**config.mk**
```make
export PLATFORM = sky130hd
export DESIGN_NAME = fp_div_seq
export DESIGN_NICKNAME = d
export VERILOG_FILES = /design/src/rtl/fp_div_seq_pkg.sv /design/src/rtl/fp_div_seq_divxbit.sv /design/src/rtl/fp_div_seq.sv
export SDC_FILE = /design/constraint.sdc
export NUM_CORES = 1
export LEC_CHECK = 0
export ABC_CLOCK_PERIOD_IN_PS = 8900
export BUFFER_PORTS_ARGS = -buffer_cell sky130_fd_sc_hd__buf_2
export CORE_MARGIN = 3
export CORE_UTILIZATION = 40
export DETAILED_ROUTE_END_ITERATION = 12
export SLEW_MARGIN = 20
export SYNTH_ARGS = -nofsm -noshare
export SYNTH_HDL_FRONTEND = slang
export SYNTH_SLANG_ARGS = --single-unit
```
**constraint.sdc**
```tcl
create_clock -name clk -period 8.9 [get_ports clk]
set_input_delay 0.89 -clock clk [delete_from_list [all_inputs] [get_ports clk]]
set_output_delay 0.89 -clock clk [all_outputs]
set_load 0.02 [all_outputs]
```
**src/rtl/fp_div_seq_pkg.sv**
```systemverilog
// Shared constants, field layout and operand classifiers for the sequential FP divider.
// Special encodings and rounding-mode codes match the pipelined FP multiplier.
package fp_div_seq_pkg;

  localparam int W  = 32;
  localparam int M  = 22;
  localparam int E  = 30;
  localparam int B  = 127;
  localparam int QB = 26;

  localparam logic [W-1:0] FP_INFP  = 32'h7F80_0000;
  localparam logic [W-1:0] FP_INFN  = 32'hFF80_0000;
  localparam logic [W-1:0] FP_ZEROP = 32'h0000_0000;
  localparam logic [W-1:0] FP_ZERON = 32'h8000_0000;
  localparam logic [W-1:0] FP_NANQ  = 32'h7FC0_0000;

  localparam logic [2:0] RNE = 3'd0;
  localparam logic [2:0] RZ  = 3'd1;
  localparam logic [2:0] RD  = 3'd2;
  localparam logic [2:0] RU  = 3'd3;

  localparam logic [1:0] S_IDLE  = 2'd0;
  localparam logic [1:0] S_CHECK = 2'd1;
  localparam logic [1:0] S_DIV   = 2'd2;
  localparam logic [1:0] S_RND   = 2'd3;

  typedef struct packed {
    logic           s;
    logic [E-M-1:0] e;
    logic [M:0]     f;
  } fp_t;

  // Denormals have a zero exponent field and are flushed, so they classify as zero.
  function automatic logic fp_is_zero(input fp_t x);
    return x.e == '0;
  endfunction

  function automatic logic fp_is_inf(input fp_t x);
    return (&x.e) && (x.f == '0);
  endfunction

  function automatic logic fp_is_nan(input fp_t x);
    return (&x.e) && (|x.f);
  endfunction

endpackage

```
**src/rtl/fp_div_seq_divxbit.sv**
```systemverilog
// One restoring-division step: emit a quotient bit and the shifted partial remainder.
// Purely combinational; remainder stays below 2*den so 25 bits suffice.
module divxbit (
  input  logic [24:0] rem,
  input  logic [23:0] den,
  output logic        qbit,
  output logic [24:0] rem_next
);

  logic [23:0] diff;

  // When rem >= den the true difference is below den, so the low 24 bits are exact.
  assign qbit     = rem >= {1'b0, den};
  assign diff     = rem[23:0] - den;
  assign rem_next = qbit ? {diff, 1'b0} : {rem[23:0], 1'b0};

endmodule

```
**src/rtl/fp_div_seq.sv**
```systemverilog
// Sequential IEEE-754 single-precision divider, one quotient bit per clock.
// Special operands finish 1 clock after act; normal operands 28 clocks after act.
module fp_div_seq
  import fp_div_seq_pkg::*;
(
  input  logic         clk,
  input  logic         rst,
  input  logic         act,
  input  logic [W-1:0] in1,
  input  logic [W-1:0] in2,
  input  logic [2:0]   round_m,
  output logic [W-1:0] out,
  output logic         done,
  output logic         busy,
  output logic         ov,
  output logic         un,
  output logic         inv,
  output logic         inexact,
  output logic         dz
);

  logic [1:0]        state;
  fp_t               a, b;
  logic [2:0]        rm;
  logic [24:0]       rem;
  logic [23:0]       den;
  logic [QB-1:0]     q;
  logic signed [9:0] exp_r;
  logic              sgn;
  logic [4:0]        cnt;

  logic              qbit;
  logic [24:0]       rem_next;

  divxbit u_step (
    .rem      (rem),
    .den      (den),
    .qbit     (qbit),
    .rem_next (rem_next)
  );

  logic         s_c, spec_hit, spec_inv, spec_dz;
  logic [W-1:0] spec_out;

  assign s_c = a.s ^ b.s;

  always_comb begin
    spec_hit = 1'b1;
    spec_out = FP_NANQ;
    spec_inv = 1'b0;
    spec_dz  = 1'b0;
    if (fp_is_nan(a) || fp_is_nan(b) || (fp_is_inf(a) && fp_is_inf(b)) ||
        (fp_is_zero(a) && fp_is_zero(b))) begin
      spec_inv = 1'b1;
    end else if (fp_is_zero(b) || fp_is_inf(a)) begin
      spec_out = s_c ? FP_INFN : FP_INFP;
      spec_dz  = fp_is_zero(b) && !fp_is_inf(a);
    end else if (fp_is_zero(a) || fp_is_inf(b)) begin
      spec_out = s_c ? FP_ZERON : FP_ZEROP;
    end else begin
      spec_hit = 1'b0;
    end
  end

  logic [QB-1:0]     qn;
  logic signed [9:0] en, er;
  logic [23:0]       sig;
  logic              g, t, inc;
  logic [24:0]       sum;
  logic [22:0]       frac;
  logic [W-1:0]      rnd_out;
  logic              rnd_ov, rnd_un, rnd_inx;

  always_comb begin
    if (q[QB-1]) begin
      qn = q;
      en = exp_r;
    end else begin
      qn = {q[QB-2:0], 1'b0};
      en = exp_r - 10'sd1;
    end
    sig = qn[25:2];
    g   = qn[1];
    t   = qn[0] | (|rem);
    case (rm)
      RNE:     inc = g & (t | sig[0]);
      RZ:      inc = 1'b0;
      RD:      inc = sgn & (g | t);
      RU:      inc = !sgn & (g | t);
      default: inc = g;
    endcase
    sum     = {1'b0, sig} + {24'd0, inc};
    er      = en + (sum[24] ? 10'sd1 : 10'sd0);
    frac    = sum[24] ? sum[23:1] : sum[22:0];
    rnd_ov  = 1'b0;
    rnd_un  = 1'b0;
    rnd_inx = g | t;
    rnd_out = {sgn, er[7:0], frac};
    if (er > 10'sd254) begin
      rnd_out = sgn ? FP_INFN : FP_INFP;
      rnd_ov  = 1'b1;
      rnd_inx = 1'b1;
    end else if (er < 10'sd1) begin
      rnd_out = sgn ? FP_ZERON : FP_ZEROP;
      rnd_un  = 1'b1;
      rnd_inx = 1'b1;
    end
  end

  always_ff @(posedge clk or negedge rst) begin
    if (!rst) begin
      state   <= S_IDLE;
      a       <= '0;
      b       <= '0;
      rm      <= '0;
      rem     <= '0;
      den     <= '0;
      q       <= '0;
      exp_r   <= '0;
      sgn     <= 1'b0;
      cnt     <= '0;
      out     <= '0;
      done    <= 1'b0;
      busy    <= 1'b0;
      ov      <= 1'b0;
      un      <= 1'b0;
      inv     <= 1'b0;
      inexact <= 1'b0;
      dz      <= 1'b0;
    end else begin
      done <= 1'b0;
      case (state)
        S_IDLE: begin
          if (act) begin
            a     <= in1;
            b     <= in2;
            rm    <= round_m;
            busy  <= 1'b1;
            state <= S_CHECK;
          end
        end
        S_CHECK: begin
          if (spec_hit) begin
            out     <= spec_out;
            inv     <= spec_inv;
            dz      <= spec_dz;
            ov      <= 1'b0;
            un      <= 1'b0;
            inexact <= 1'b0;
            done    <= 1'b1;
            busy    <= 1'b0;
            state   <= S_IDLE;
          end else begin
            rem   <= {2'b01, a.f};
            den   <= {1'b1, b.f};
            exp_r <= $signed({2'b00, a.e}) - $signed({2'b00, b.e}) + $signed(10'(B));
            sgn   <= s_c;
            q     <= '0;
            cnt   <= 5'(QB - 1);
            state <= S_DIV;
          end
        end
        S_DIV: begin
          q   <= {q[QB-2:0], qbit};
          rem <= rem_next;
          cnt <= cnt - 5'd1;
          if (cnt == 5'd0) state <= S_RND;
        end
        S_RND: begin
          out     <= rnd_out;
          ov      <= rnd_ov;
          un      <= rnd_un;
          inexact <= rnd_inx;
          inv     <= 1'b0;
          dz      <= 1'b0;
          done    <= 1'b1;
          busy    <= 1'b0;
          state   <= S_IDLE;
        end
        default: state <= S_IDLE;
      endcase
    end
  end

endmodule

```
==> Implementation_results.wiki <==
{| class="wikitable"
! Metric !! Value
|-
| Register share of total power || roughly 31%
|-
| Area of the mapped netlist || about 12000 sq um
|-
| Buffer type at the clock tree root || clkbuf_16
|-
| Number of buffers on the longest clock path || 2
|-
| Die X || ~180 um
|-
| Worst Setup SP || rem[4]
|-
| Number of rows in the core area || 62
|-
| Overall via count from detail_route || about 9400
|-
| Slowest stage cell on the critical path || and3_1
|-
| Final GP Congestion || 0.891
|-
| Number of cells upsized or downsized after cts || 0
|-
| Internal power || 2.99 mW
|-
| Inserted Diodes || 0
|-
| Area added between synthesis and finish || 12.3%
|-
| Cell accounting for the most synthesized area || dfrtp_1
|-
| Fraction of power consumed by combinational cells || between 50% and 60%
|-
| Count of endpoints failing setup in the final report || 0
|-
| Global-route wire length before repair || 48900 um
|-
| Count of buffer and inverter cells on the critical path || 0
|-
| Crit path required time || 9.21 ns
|-
| Leading register cell type out of synthesis || dfrtp_1
|-
| Count of cell types in the netlist || 76
|-
| Antenna violations before repair || 0
|-
| All-layer global routing usage || 19.2%
|-
| Leakage power || 5.77 nW
|-
| Total die area || 31500 sq um
|-
| Final hold viol count || 0
|-
| Peak VDD IR || 0.166 mV
|-
| Net count of the finished layout || ~1400
|-
| Final Skew || about 0.015 ns
|-
| Outcome || complete, no violations
|-
| Number of nets still failing antenna checks after routing || 0
|-
| Setup repair after global routing missed its margin || no
|-
| Final-layout setup total negative slack || 0 ns
|-
| Number of enable-type register cells in the synthesized netlist || 0
|-
| # port buffers || approximately 110
|-
| Number of cells on the worst reg-to-reg path || 22
|-
| Fmax || ~180 MHz
|-
| Hold-fix buffers, CTS || 0
|-
| Critical path peak fanout || 23
|-
| Dpl cell area || roughly 13000 sq um
|-
| H-tree levels || 4
|-
| Number of search-and-repair iterations in the first detailed-routing pass || 7
|-
| Average footprint of a synthesized cell || 9.31 sq um
|-
| Die Y-Extent || 178 um
|-
| Sequential fraction of the synthesis area || approximately 42%
|-
| Worst setup EP type || register
|-
| Worst flop-to-flop path startpoint || rem[4]
|-
| Aggregate global routing overflow || 0
|-
| Period utilization || between 60% and 70%
|-
| Core area || 28900 sq um
|-
| Net switching power of the design || between 2 and 2.5 mW
|-
| Endpoint of the worst setup timing path || out[1]
|-
| Post-Syn Nets || approximately 1400
|-
| Setup Buffers After CTS || 0
|-
| Kind of cell adding the most delay to the critical path || simple AND/OR/NAND/NOR gates
|-
| Cell with the most instances on the worst path || ha_1
|-
| Hold Startpoint || den[23]
|-
| Post-synth ARST share || 100%
|-
| Endpoint arrival time on the critical path || just under 6 ns
|-
| Cell types with the largest area share after synthesis || dfrtp_1, nand2_1, mux2_2
|-
| Number of buffers inserted during clock tree synthesis || 17
|-
| Biggest cell delay along the critical path || around 0.49 ns
|-
| Top cells by count, synth || nand2_1, dfrtp_1, o21ai_0, mux2_2, clkbuf_1
|-
| Clk network pwr share || roughly 16%
|-
| Worst R2R End || out[1]
|-
| Tightest slew margin relative to the limit || about 41%
|-
| DRC viols || 0
|-
| Worst slew pin tran || between 0.8 and 0.9 ns
|-
| Number of placed I/O pins || 109
|-
| Clock insertion delay at the later pin of the skew report || between 0.4 and 0.5 ns
|-
| Non-filler cells, final || 1725
|-
| Total instance count after detailed placement || around 1700
|-
| Fraction of post-synthesis cell area in the top cell type by area || about 42%
|-
| Share of post-route cells with drive strength above 1 || roughly 18%
|-
| Switching share of total power || 44.5%
|-
| Post-synthesis register bit count || 199
|-
| Reg-to-reg setup timing slack || about 3.4 ns
|-
| Path type of the worst setup path || reg -> reg
|-
| Clock period minus worst slack || 5.53 ns
|-
| Post-detail-place hpwl || 21900 um
|-
| Wirelength, routed || ~30000 um
|-
| First-iteration detailed-routing DRC count || 494
|-
| Average wire length per cell after detail routing || ~17 um
|-
| Crit path cell chain || nor4_1, nand4_1, o31ai_1, a21oi_1, a31oi_1, a21oi_1, ha_1, ha_1, and4_1, and4_1, nand3_1, nor2_1, ha_1, ha_1, nand4bb_1, o21ai_0, xnor2_1, or3_1, a2111oi_2, o211ai_1, and3_1, a32o_1
|-
| Count of synthesis-stage warnings from yosys || 0
|-
| Path category of the worst min-delay check || reg -> reg
|-
| Largest net degree at the start of global routing || 91
|-
| Detail-routed via count per cell || ~5.4
|-
| Number of clock sinks seen by CTS || 199
|-
| Final non-filler cell area || between 10000 and 15000 sq um
|-
| Count of maximum capacitance violations || 0
|-
| Initial Utilization || around two fifths
|-
| Cell count after synthesis || around 1300
|-
| Most frequently used cell type in the post-synthesis netlist || nand2_1
|-
| Clock slew seen by the registers of the worst setup and hold paths || 0.08 ns
|-
| Type of element launching the critical path || register
|-
| Total power density per cell area || a little over 400 nW/um^2
|-
| Worst slack on hold paths || roughly 0.47 ns
|-
| Path length in cells of the critical path || 22
|-
| Via count of the first global-routing pass || 9095
|-
| TritonCTS clock tree || done
|-
| Fill cells || 2826
|-
| Count of final max-slew check failures || 0
|}
cell families after synthesis:
group | after synthesis | share of synthesized area [%]
buffers and inverters | 135 | 4.80
AND/OR/NAND/NOR | 435 | 17.8
multiplexers | 97 | 8.93
AO/OA/AOI/OAI | 278 | 15.6
flip-flops | 199 | 42.3
XOR/XNOR | 78 | 5.96
adder cells (fa/ha/maj) | 42 | 4.59
flip-flops by register name, indices dropped and copies added (netlist names), 3 cells and up, named ones only:
signal	flops
rm	3
rem	25
b	32
den	24
q	26
out	32
a	32
exp_r	10
cnt	5
metal layers:
layer | track usage, % | routed length [um] | up-vias
met3 | 3.29 | 1250 | 18
met4 | 3.70 | 321 | 0
met2 | 31.3 | 14000 | 195
met5 | 0 | 0 | -
met1 | 27.1 | 14300 | 4557
li1 | - | - | 4618
per-stage QoR:
step	worst slack [ns]	util, %	total power [mW]
4_1_cts	3.36	45.8	5.41
5_1_grt	2.93	45.8	5.86
3_5_place_dp	3.38	43.6	4.55
3_3_place_gp	3.46	43.6	4.51
2_1_floorplan	3.65	-	3.83
6_report	3.37	45.8	5.38
worst min-delay path: stages (launching register included):
cell     delay (ns)
dfrtp_1        0.33
inv_1          0.05
nand2_1        0.05
power groups by stage:
| stage | Clock, mW | Sequential (mW) | Combinational (mW) |
|---|---|---|---|
| after floorplan | 0 | 1.55 | 2.28 |
| after global placement | 0 | 1.65 | 2.86 |
| after detailed placement | 0 | 1.67 | 2.88 |
| after CTS | 0.857 | 1.65 | 2.90 |
| after global routing | 0.897 | 1.71 | 3.26 |
| final | 0.841 | 1.65 | 2.90 |
how the worst min path moves through the flow:
stage | endpoint | slack, ns | depth (start not counted)
3_3_place_gp | den[23] | 0.43 | 2
5_1_grt | den[23] | 0.50 | 2
6_report | den[23] | 0.47 | 2
3_5_place_dp | den[23] | 0.46 | 2
2_1_floorplan | den[23] | 0.42 | 2
4_1_cts | den[23] | 0.48 | 2
cells in the final DEF (no fill, tap or decap), types with 13 or more instances in the layout:
cell type,count
nand2_1,201
dfrtp_1,199
buf_2,107
o21ai_0,98
mux2_2,64
inv_1,59
nor2_1,48
xnor2_1,48
a21oi_1,47
ha_1,40
nand3_1,35
mux2i_1,33
xor2_1,29
and3_1,28
nor4_1,24
nor3_1,20
clkbuf_16,17
a31oi_1,16
a32o_1,15
nand4_1,13
layout make-up:
type                       count  area [sq um]  area share (%)
tap                          384           480            3.64
multi-input combinational    930          6250            47.3
timing repair buffer         120           639            4.84
clock inverter                13           183            1.38
clock buffer                  19           453            3.43
inverter                      60           225            1.70
sequential                   199          4980            37.7
Note: power is estimated with default switching activity, not from simulation.
